===== src/rtl/qspi_wr_sequencer_pkg.sv =====
// qspi_wr_sequencer_pkg: flash opcodes, address-size and request encodings, FSM states
package qspi_wr_sequencer_pkg;
  localparam logic [7:0] OP_WREN = 8'h06;
  localparam logic [7:0] OP_PP   = 8'h02;
  localparam logic [7:0] OP_SE   = 8'h20;
  localparam logic [7:0] OP_CE   = 8'hC7;
  localparam logic [7:0] OP_RDSR = 8'h05;
  localparam logic [1:0] ASEL_NONE = 2'b00;
  localparam logic [1:0] ASEL_3B   = 2'b01;
  localparam logic [1:0] REQ_PP  = 2'b00;
  localparam logic [1:0] REQ_SE  = 2'b01;
  localparam logic [1:0] REQ_CE  = 2'b10;
  localparam logic [1:0] REQ_BAD = 2'b11;
  typedef enum logic [3:0] {
    S_IDLE, S_WREN_GO, S_WREN_WT, S_OP_GO, S_OP_WT, S_GAP, S_POLL_GO, S_POLL_WT, S_DONE
  } state_t;
endpackage


===== src/rtl/qspi_wr_sequencer.sv =====
// qspi_wr_sequencer: WREN, program/erase, then RDSR polling until WIP clears or the poll budget runs out
module qspi_wr_sequencer
  import qspi_wr_sequencer_pkg::*;
#(
  parameter int POLL_MAX = 65535,
  parameter int POLL_GAP = 16
) (
  input  logic        clk,
  input  logic        resetn,
  input  logic        req_valid,
  output logic        req_ready,
  input  logic [1:0]  req_op,
  input  logic [31:0] req_addr,
  input  logic [31:0] req_len,
  output logic        rsp_valid,
  output logic        rsp_timeout,
  output logic        rsp_bad_op,
  output logic [15:0] rsp_polls,
  output logic        busy,
  output logic        fsm_start,
  input  logic        fsm_done,
  output logic [7:0]  fsm_cmd_opcode,
  output logic [31:0] fsm_addr,
  output logic [1:0]  fsm_addr_bytes_sel,
  output logic [31:0] fsm_len_bytes,
  output logic        fsm_dir,
  input  logic        fsm_rx_wen,
  input  logic [31:0] fsm_rx_data,
  output logic        rx_fifo_wen
);
  state_t      state;
  logic [1:0]  op_q;
  logic [31:0] addr_q, len_q;
  logic [15:0] gap_cnt;
  logic        first, wip, wip_now, unused;
  // a status byte arriving in the same cycle as done must decide the exit
  assign wip_now     = fsm_rx_wen ? fsm_rx_data[0] : wip;
  assign unused      = ^fsm_rx_data[31:1];
  assign req_ready   = state == S_IDLE;
  assign busy        = state != S_IDLE;
  assign rx_fifo_wen = fsm_rx_wen & (state != S_POLL_WT);
  always_ff @(posedge clk or negedge resetn)
    if (!resetn) begin
      state              <= S_IDLE;
      op_q               <= '0;
      addr_q             <= '0;
      len_q              <= '0;
      gap_cnt            <= '0;
      first              <= 1'b0;
      wip                <= 1'b1;
      rsp_valid          <= 1'b0;
      rsp_timeout        <= 1'b0;
      rsp_bad_op         <= 1'b0;
      rsp_polls          <= '0;
      fsm_start          <= 1'b0;
      fsm_cmd_opcode     <= '0;
      fsm_addr           <= '0;
      fsm_addr_bytes_sel <= '0;
      fsm_len_bytes      <= '0;
      fsm_dir            <= 1'b0;
    end else begin
      fsm_start <= 1'b0;
      rsp_valid <= 1'b0;
      first     <= 1'b0;
      case (state)
        S_IDLE: if (req_valid) begin
          op_q        <= req_op;
          addr_q      <= req_addr;
          len_q       <= req_len;
          rsp_polls   <= '0;
          rsp_timeout <= 1'b0;
          rsp_bad_op  <= req_op == REQ_BAD;
          if (req_op == REQ_BAD) begin
            state     <= S_DONE;
            rsp_valid <= 1'b1;
          end else begin
            state              <= S_WREN_GO;
            fsm_start          <= 1'b1;
            fsm_cmd_opcode     <= OP_WREN;
            fsm_addr           <= '0;
            fsm_addr_bytes_sel <= ASEL_NONE;
            fsm_len_bytes      <= '0;
            fsm_dir            <= 1'b0;
          end
        end
        S_WREN_GO: begin
          state <= S_WREN_WT;
          first <= 1'b1;
        end
        S_WREN_WT: if (fsm_done && !first) begin
          state              <= S_OP_GO;
          fsm_start          <= 1'b1;
          fsm_cmd_opcode     <= op_q == REQ_PP ? OP_PP : op_q == REQ_SE ? OP_SE : OP_CE;
          fsm_addr           <= op_q == REQ_CE ? '0 : addr_q;
          fsm_addr_bytes_sel <= op_q == REQ_CE ? ASEL_NONE : ASEL_3B;
          fsm_len_bytes      <= op_q == REQ_PP ? len_q : '0;
          fsm_dir            <= 1'b0;
        end
        S_OP_GO: begin
          state <= S_OP_WT;
          first <= 1'b1;
        end
        S_OP_WT: if (fsm_done && !first) begin
          state   <= S_GAP;
          gap_cnt <= '0;
        end
        S_GAP: if (gap_cnt == 16'(POLL_GAP - 1)) begin
          state              <= S_POLL_GO;
          fsm_start          <= 1'b1;
          fsm_cmd_opcode     <= OP_RDSR;
          fsm_addr           <= '0;
          fsm_addr_bytes_sel <= ASEL_NONE;
          fsm_len_bytes      <= 32'd1;
          fsm_dir            <= 1'b1;
          wip                <= 1'b1;
          rsp_polls          <= rsp_polls + {15'd0, rsp_polls != 16'hFFFF};
        end else
          gap_cnt <= gap_cnt + 16'd1;
        S_POLL_GO: begin
          state <= S_POLL_WT;
          first <= 1'b1;
        end
        S_POLL_WT: begin
          if (fsm_rx_wen)
            wip <= fsm_rx_data[0];
          if (fsm_done && !first) begin
            if (!wip_now || rsp_polls >= 16'(POLL_MAX)) begin
              state       <= S_DONE;
              rsp_valid   <= 1'b1;
              rsp_timeout <= wip_now;
            end else begin
              state   <= S_GAP;
              gap_cnt <= '0;
            end
          end
        end
        S_DONE: state <= S_IDLE;
        default: state <= S_IDLE;
      endcase
    end
endmodule


===== config.mk =====
export PLATFORM = sky130hd
export DESIGN_NAME = qspi_wr_sequencer
export DESIGN_NICKNAME = d
export VERILOG_FILES = /design/src/rtl/qspi_wr_sequencer_pkg.sv /design/src/rtl/qspi_wr_sequencer.sv
export SDC_FILE = /design/constraint.sdc
export NUM_CORES = 1
export LEC_CHECK = 0
export BUFFER_PORTS_ARGS = -buffer_cell sky130_fd_sc_hd__buf_2
export CORE_MARGIN = 3
export CORE_UTILIZATION = 56
export DETAILED_ROUTE_END_ITERATION = 8
export GPL_TIMING_DRIVEN = 0
export HOLD_SLACK_MARGIN = 0.12
export PLACE_DENSITY = 0.95
export REMOVE_ABC_BUFFERS = 1
export SLEW_MARGIN = 20
export SYNTH_ARGS = -nofsm -noshare
export SYNTH_HDL_FRONTEND = slang
export SYNTH_SLANG_ARGS = --single-unit

===== constraint.sdc =====
create_clock -name clk -period 5.75 [get_ports clk]
set_clock_uncertainty 0.1 [all_clocks]
set_input_delay 0.8625 -clock clk [delete_from_list [all_inputs] [get_ports clk]]
set_output_delay 0.8625 -clock clk [all_outputs]
set_load 0.1 [all_outputs]

==> results of run 1 <==
## layer usage
metal  part of all wire  global-route usage
met3              0.061             0.05641
met1               0.41              0.3270
met2               0.51              0.4123
met4              0.022             0.09136
met5                  0                   0
## state kept, by name, summed over array words and instances (netlist names)
register / flops
wip: 1
fsm_dir: 1
rsp_timeout: 1
fsm_len_bytes: 32
rsp_bad_op: 1
len_q: 32
gap_cnt: 16
rsp_valid: 1
fsm_start: 1
fsm_addr: 32
op_q: 2
rsp_polls: 16
state: 4
first: 1
fsm_cmd_opcode: 5
addr_q: 32
fsm_addr_bytes_sel: 1
## cells in the mapped netlist, drive strengths merged, types with 3 or more instances
cell	number	area [um^2]
nand2	226	848.3
dfrtp	178	4454
a22o	65	569.3
clkbuf	31	116.4
nor2	25	93.84
buf	16	115.1
a21oi	14	70.07
nor3	14	75.07
nand3	12	60.06
xnor2	11	96.34
inv	10	37.54
nor4	9	92.59
and3	8	50.05
nand4	8	50.05
o21ai	8	40.04
a31oi	7	43.79
and2	5	31.28
and4	4	35.03
nand2b	4	25.02
o41ai	4	35.03
a211o	3	26.28
ha	3	37.54
nor2b	3	18.77
o211ai	3	22.52
o21a	3	22.52
## cells by family (layout without fill, tap and decap cells)
kind of cell | Yosys count | after routing | synth area share
buf+inv | 57 | 213 | 0.03638
other cells | 1 | 3 | 0.0005071
flops | 179 | 179 | 0.6059
mux | 3 | 3 | 0.004230
simple gates | 329 | 329 | 0.1998
fa+ha+maj | 3 | 3 | 0.005077
compound gates | 126 | 126 | 0.1350
xor+xnor | 11 | 11 | 0.01303
## per-stage QoR
stage          setup WS, ns  cells  cell area [um^2]
2_1_floorplan        0.7551    664              7171
3_3_place_gp        -0.1987   1002              8217
3_5_place_dp          2.808   1008              8376
4_1_cts               2.656   1039              8945
5_1_grt               2.549   1039              8945
6_report              2.668   1039              8945
## area by class of cell
type                    instances  area share
flip-flops and latches        179      0.5009
clock inverters                10     0.01105
well taps                     172     0.02406
clock buffers                  21     0.05259
inverters                      10    0.004196
repair buffers                172      0.1057
multi-input cells             475      0.3014
## worst max-delay path: stages, from the launching register on
cell and delay, ns:
dfrtp_1 0.60, and3b_1 0.25, nand2_1 0.26, and2_1 0.17, buf_2 0.42
## worst max-delay path by stage
| stage | slack [ns] | depth (start not counted) | start | to |
|---|---|---|---|---|
| floorplan | 0.76 | 5 | state[3] | fsm_addr[0] |
| global placement | -0.20 | 5 | req_valid | fsm_addr[16] |
| detailed placement | 2.81 | 5 | state[3] | fsm_len_bytes[30] |
| CTS | 2.66 | 4 | state[3] | rx_fifo_wen |
| global route | 2.55 | 5 | state[3] | fsm_len_bytes[25] |
| finish | 2.67 | 4 | state[3] | rx_fifo_wen |
==> impl_results.md, run 1 <==
* Status: complete, no violations
* CORE AREA at between 10000 and 15000 um^2
* Setup TNS at 0 ns
* Yosys warns at 0
* Die Height at approximately 120 um
* Hold Crit Start: wip
* Tcrit/Tclk final at 0.5361
* Worst r2r path cells at 5
* Clk sinks at 179
* CP startpoint kind: register
* Total track usage at 0.2503
* Fmax at 0.3244 GHz
* CP endpoint kind: primary output
* Fillers at 889
* CTS tree: done
* First-pass detailed-route iteration total at 6
* Vias post-DR at ~6k
* Final weighted congestion in routability-driven placement at between 0.8 and 0.9
* DR WL/cell at 17.20 um
* R2R Setup Slk at approximately 2.8 ns
* Final Util at 0.7003
* Number of global-route vias before repair at roughly 5.8k
* RSZ-0062 raised after global routing: false
* Share of cells above drive strength 1 at 0.2526
* DRT iter0 DRCs at roughly 600
* Post-synthesis sequential area ratio at 0.6059
* Hold EP: wip
* Final min period at 3.082 ns
* CP arrival at between 2 and 2.5 ns
* Via/cell ratio at roughly 5.7
* Crit-path max FO at 9
* Die Width at roughly 120 um
* IO Pins at 201
* Total grt overflow at 0
* Max-slew violations at 0
* Most used DFF post-synth: dfrtp_1
* Final hold violations at 0
* Register bit total from synthesis at roughly 180
* Synth-to-Final Area Change at 20.96%
* Max-cap violations at 0
* Worst Hold Class: reg -> reg
* Post-Route WL at 17870 um
* Post-synthesis cell type count at 57
* CTS Buf Count at 17
* Worst endpoint required time at 4.79 ns
* Antenna violations before repair at 0
* Detailed Place HPWL at between 10000 and 15000 um
* DRC Markers at 0
* WS Path Type: reg -> out
* # rows at between 40 and 50
* Clk_lat worst skew at about 0.42 ns
* Hold buffers post-CTS at 0
* Port bufs at ~170
* Slew HR at 0.4152
* Maximum clock path buffer count at 2
* Mean post-synth cell area at about 10 um^2
* Setup Buffers After CTS at 0
* Setup Viol. Count Final at 0
* Post-Syn Instances at ~710
* Largest net degree at the start of global routing at just over 100
* EDFF count, synth at 0
* Worst hold slack at ~0.37 ns
* Layout Nets at a little under 1k
* H-Tree Depth at 4
* Synth Cell Area at 7395 um^2
* Starting density of the core at 0.5789
* RR Endpoint: fsm_addr[12]
* Multi-input gate area at between 2000 and 3000 um^2
* Commonest non-fill, non-tap cells in the layout: 225 x nand2_1, 178 x dfrtp_1, 165 x buf_2
* Slew @ Worst Pin at just under 0.9 ns
* Clock Pin Slew Worst Setup and Hold Paths at approximately 0.06 ns
* Die footprint at 14620 um^2
* Diodes inserted at 0
* Clk root buf: clkbuf_16
* WHS Path Cells at 2
* Antenna-violating nets left at 0
* Most common cell after layout, fill and taps aside: nand2_1
* Reg area at 4481 um^2
* Asr flop ratio synth at 1.000
* Global-route wire length before repair at between 20000 and 30000 um
* Post_cts resized at 0
* RR Startpoint: state[3]
Power of run 1 is left out: the tool's default activity adds up to more than one toggle a clock period on the data nets, which glitch-free logic cannot reach.
==> run 2, diff against run 1 <==
--- a/config.mk
+++ b/config.mk
@@ -5,13 +5,14 @@
 export SDC_FILE = /design/constraint.sdc
 export NUM_CORES = 1
 export LEC_CHECK = 0
+export ABC_AREA = 1
 export BUFFER_PORTS_ARGS = -buffer_cell sky130_fd_sc_hd__buf_2
 export CORE_MARGIN = 3
-export CORE_UTILIZATION = 56
+export CORE_UTILIZATION = 53
 export DETAILED_ROUTE_END_ITERATION = 8
 export GPL_TIMING_DRIVEN = 0
 export HOLD_SLACK_MARGIN = 0.12
-export PLACE_DENSITY = 0.95
+export PLACE_DENSITY = 0.91
 export REMOVE_ABC_BUFFERS = 1
 export SLEW_MARGIN = 20
 export SYNTH_ARGS = -nofsm -noshare
==> constraint.sdc (replaced) <==
create_clock -name clk -period 3 [get_ports clk]
set_clock_uncertainty 0.1 [all_clocks]
set_input_delay 0.45 -clock clk [delete_from_list [all_inputs] [get_ports clk]]
set_output_delay 0.45 -clock clk [all_outputs]
set_load 0.1 [all_outputs]
==> impl_results.md, run 2 <==
* Worst r2r path cells at 6 (+1)
* Synth Cell Area at 7993 um^2 (+8.1%)
* Hold buffers post-CTS at 9 (+9)
* Total track usage at 0.2295 (-0.02072)
* WS Path Type: reg -> reg
* Post_cts resized at 0 (unchanged)
* Clk root buf: clkbuf_16
* Setup Viol. Count Final at 0 (unchanged)
* DR WL/cell at 14.35 um (-17%)
* Number of global-route vias before repair at 6533 (+13%)
* Vias post-DR at 6707 (+13%)
* R2R Setup Slk at 0.35 ns (-2.42 ns)
* Worst hold slack at 0.1253 ns (-0.2484 ns)
* Detailed Place HPWL at 12770 um (+6.3%)
* Die footprint at 16590 um^2 (+13%)
* Clk sinks at 179 (unchanged)
* H-Tree Depth at 4 (unchanged)
* Starting density of the core at 0.5458 (-0.03310)
* RSZ-0062 raised after global routing: false
* Max-slew violations at 0 (unchanged)
* Most common cell after layout, fill and taps aside: nand2_1
* Largest net degree at the start of global routing at 91 (-11%)
* Commonest non-fill, non-tap cells in the layout: 201 x nand2_1, 179 x inv_1, 178 x dfrtp_1
* Share of cells above drive strength 1 at 0.2118 (-0.04083)
* Worst Hold Class: in -> reg
* Reg area at 4481 um^2 (unchanged)
* Post-synthesis sequential area ratio at 0.5606 (-0.04534)
* Slew HR at 0.5085 (+0.09334)
* Area share of the largest cell type after synthesis at 0.5573 (-0.04507)
* Final min period at between 2 and 3 ns
* PD cells at 1193 nW/um^2
* Via/cell ratio at 5.203 (-8.8%)
* Status: complete, no violations
* LEAKAGE at roughly 5.0 nW
* Port bufs at 166 (unchanged)
* Main area contributors after synthesis: dfrtp_1 56%, nand2_1 9.5%, inv_1 8.4%
* Setup Buffers After CTS at 0 (unchanged)
* Setup TNS at 0 ns (unchanged)
* CP endpoint kind: register
* Most frequent cell after synthesis: nand2_1
* CORE AREA at 14640 um^2 (+15%)
* Met3 wire len at 1129 um (+3.1%)
* Register bit total from synthesis at 179 (unchanged)
* DRT iter0 DRCs at 426 (-30%)
* Max-cap violations at 0 (unchanged)
* DRC Markers at 0 (unchanged)
* Fmax at about 0.38 GHz
* Largest area contributor in the netlist: dfrtp_1
* Post-Route WL at 18490 um (+3.5%)
* Clk_lat worst skew at 0.43 ns (about the same)
* Post-Syn Instances at 929 (+31%)
* IO Pins at 201 (unchanged)
* CTS tree: done
* RR Startpoint: state[0]
* Global-route wire length before repair at 30520 um (+4.7%)
* Hold Crit Start: req_len[4]
* Most frequent cells after synthesis: 202 x nand2_1, 179 x inv_1, 178 x dfrtp_1
* Top routing layer used: met5
* EDFF count, synth at 0 (unchanged)
* Layout Nets at 1199 (+25%)
* Antenna-violating nets left at 0 (unchanged)
* Die Height at 128.8 um (+6.5%)
* Yosys warns at 0 (unchanged)
* VDD IR max at 0.7356 mV
* Maximum clock path buffer count at 2 (unchanged)
* WHS Path Cells at 3 (+1)
* Mean post-synth cell area at 8.604 um^2 (-18%)
* Tcrit/Tclk final at 0.8849
* Die Width at 128.8 um (+6.5%)
* Fillers at 1154 (+30%)
* Met1 Wirelength at 7872 um (+7.3%)
* Clock Pin Slew Worst Setup and Hold Paths at 0.07 ns (about the same)
* Post-synthesis cell type count at 35 (-39%)
* Hold EP: len_q[4]
* RR Endpoint: fsm_len_bytes[10]
* First-pass detailed-route iteration total at 6 (unchanged)
* CP arrival at 2.83 ns (+0.71 ns)
* Most used DFF post-synth: dfrtp_1
* Crit-path max FO at 56 (+47)
* CTS Buf Count at 17 (unchanged)
* Routed met2 length at 9023 um (-0.18%)
* Diodes inserted at 0 (unchanged)
* # rows at 44 (+7.3%)
* Asr flop ratio synth at 1.000 (unchanged)
* Total grt overflow at 0 (unchanged)
* Slew @ Worst Pin at 0.7346 ns (-0.1413 ns)
* Worst endpoint required time at 3.18 ns (-1.61 ns)
* Final hold violations at 0 (unchanged)
* Synth-to-Final Area Change at 21.20%
* Multi-input gate area at 2601 um^2 (-3.5%)
* Final weighted congestion in routability-driven placement at 0.8880 (+9.5%)
* Antenna violations before repair at 1 (+1)
* CP startpoint kind: register
[run 2: cell count changes after synthesis, moves of 24 or more]
cell     previous run  this run
o21ai_0             8        85
o22ai_1             0        65
nand3_1            12        48
a22o_1             65         0
nand2_1           226       202
inv_1              10       179
[run 2: through the flow]
| step | instance area [um^2] | power, W | std cells | setup WS [ns] | util |
|---|---|---|---|---|---|
| 2_1_floorplan | 7751 | 0.008123 | 892 | -0.7192 | - |
| 3_3_place_gp | 8812 | 0.009073 | 1242 | -1.664 | 0.6018 |
| 3_5_place_dp | 9020 | 0.009415 | 1249 | 0.3955 | 0.6159 |
| 6_report | 9687 | 0.01156 | 1289 | 0.3453 | 0.6615 |
| 4_1_cts | 9687 | 0.01161 | 1289 | 0.3825 | 0.6615 |
| 5_1_grt | 9687 | 0.01217 | 1289 | 0.1473 | 0.6615 |
[run 2: cell type report]
cell class              instances  share of cell area
clock buffers                  20             0.04715
clock inverters                11             0.01240
inverters                     185             0.07169
multi-input cells             528              0.2685
flip-flops and latches        179              0.4625
well taps                     184             0.02377
repair buffers                182              0.1139
[run 2: how the worst max path moves through the flow]
stage | start | endpoint | slack (ns) | cells past startpoint
final | state[0] | fsm_len_bytes[10] | 0.35 | 6
after global routing | state[0] | fsm_len_bytes[10] | 0.15 | 6
after CTS | state[0] | fsm_len_bytes[10] | 0.38 | 6
after detailed placement | state[0] | fsm_len_bytes[10] | 0.40 | 6
after global placement | state[3] | fsm_dir | -1.66 | 7
after floorplan | state[3] | fsm_dir | -0.72 | 7
[run 2: logic make-up (layout without fill, tap and decap cells)]
kind of cell	Yosys count	count (layout)	share of synthesized area
AO/OA/AOI/OAI	172	172	0.1207
XOR/XNOR	10	10	0.01096
adder cells (fa/ha/maj)	3	3	0.004697
buffers and inverters	224	398	0.1180
flip-flops	179	179	0.5606
multiplexers	1	1	0.001409
other	1	3	0.0004692
AND/OR/NAND/NOR	339	339	0.1832
[run 2: layer usage]
metal / GRT usage / up-vias
met5: 0 / -
met4: 0.09759 / 2
met3: 0.05106 / 38
met2: 0.3732 / 238
met1: 0.2981 / 3179
li1: - / 3250
[run 2: where the power goes]
part	switching [W]	total (W)	internal (W)
registers	0.000432	0.00373	0.00330
logic	0.00461	0.00567	0.00106
clock network	0.000953	0.00216	0.00120
total	0.00599	0.0116	0.00556
[run 2: worst max-delay path: stages (launching register included)]
cell     delay, ns
dfrtp_1       0.48
nand2_1       0.19
nor2_4        0.59
nand3_1       0.34
nand3_4       0.33
buf_16        0.28
o22ai_1       0.14
(Power assumes the default switching activity.)
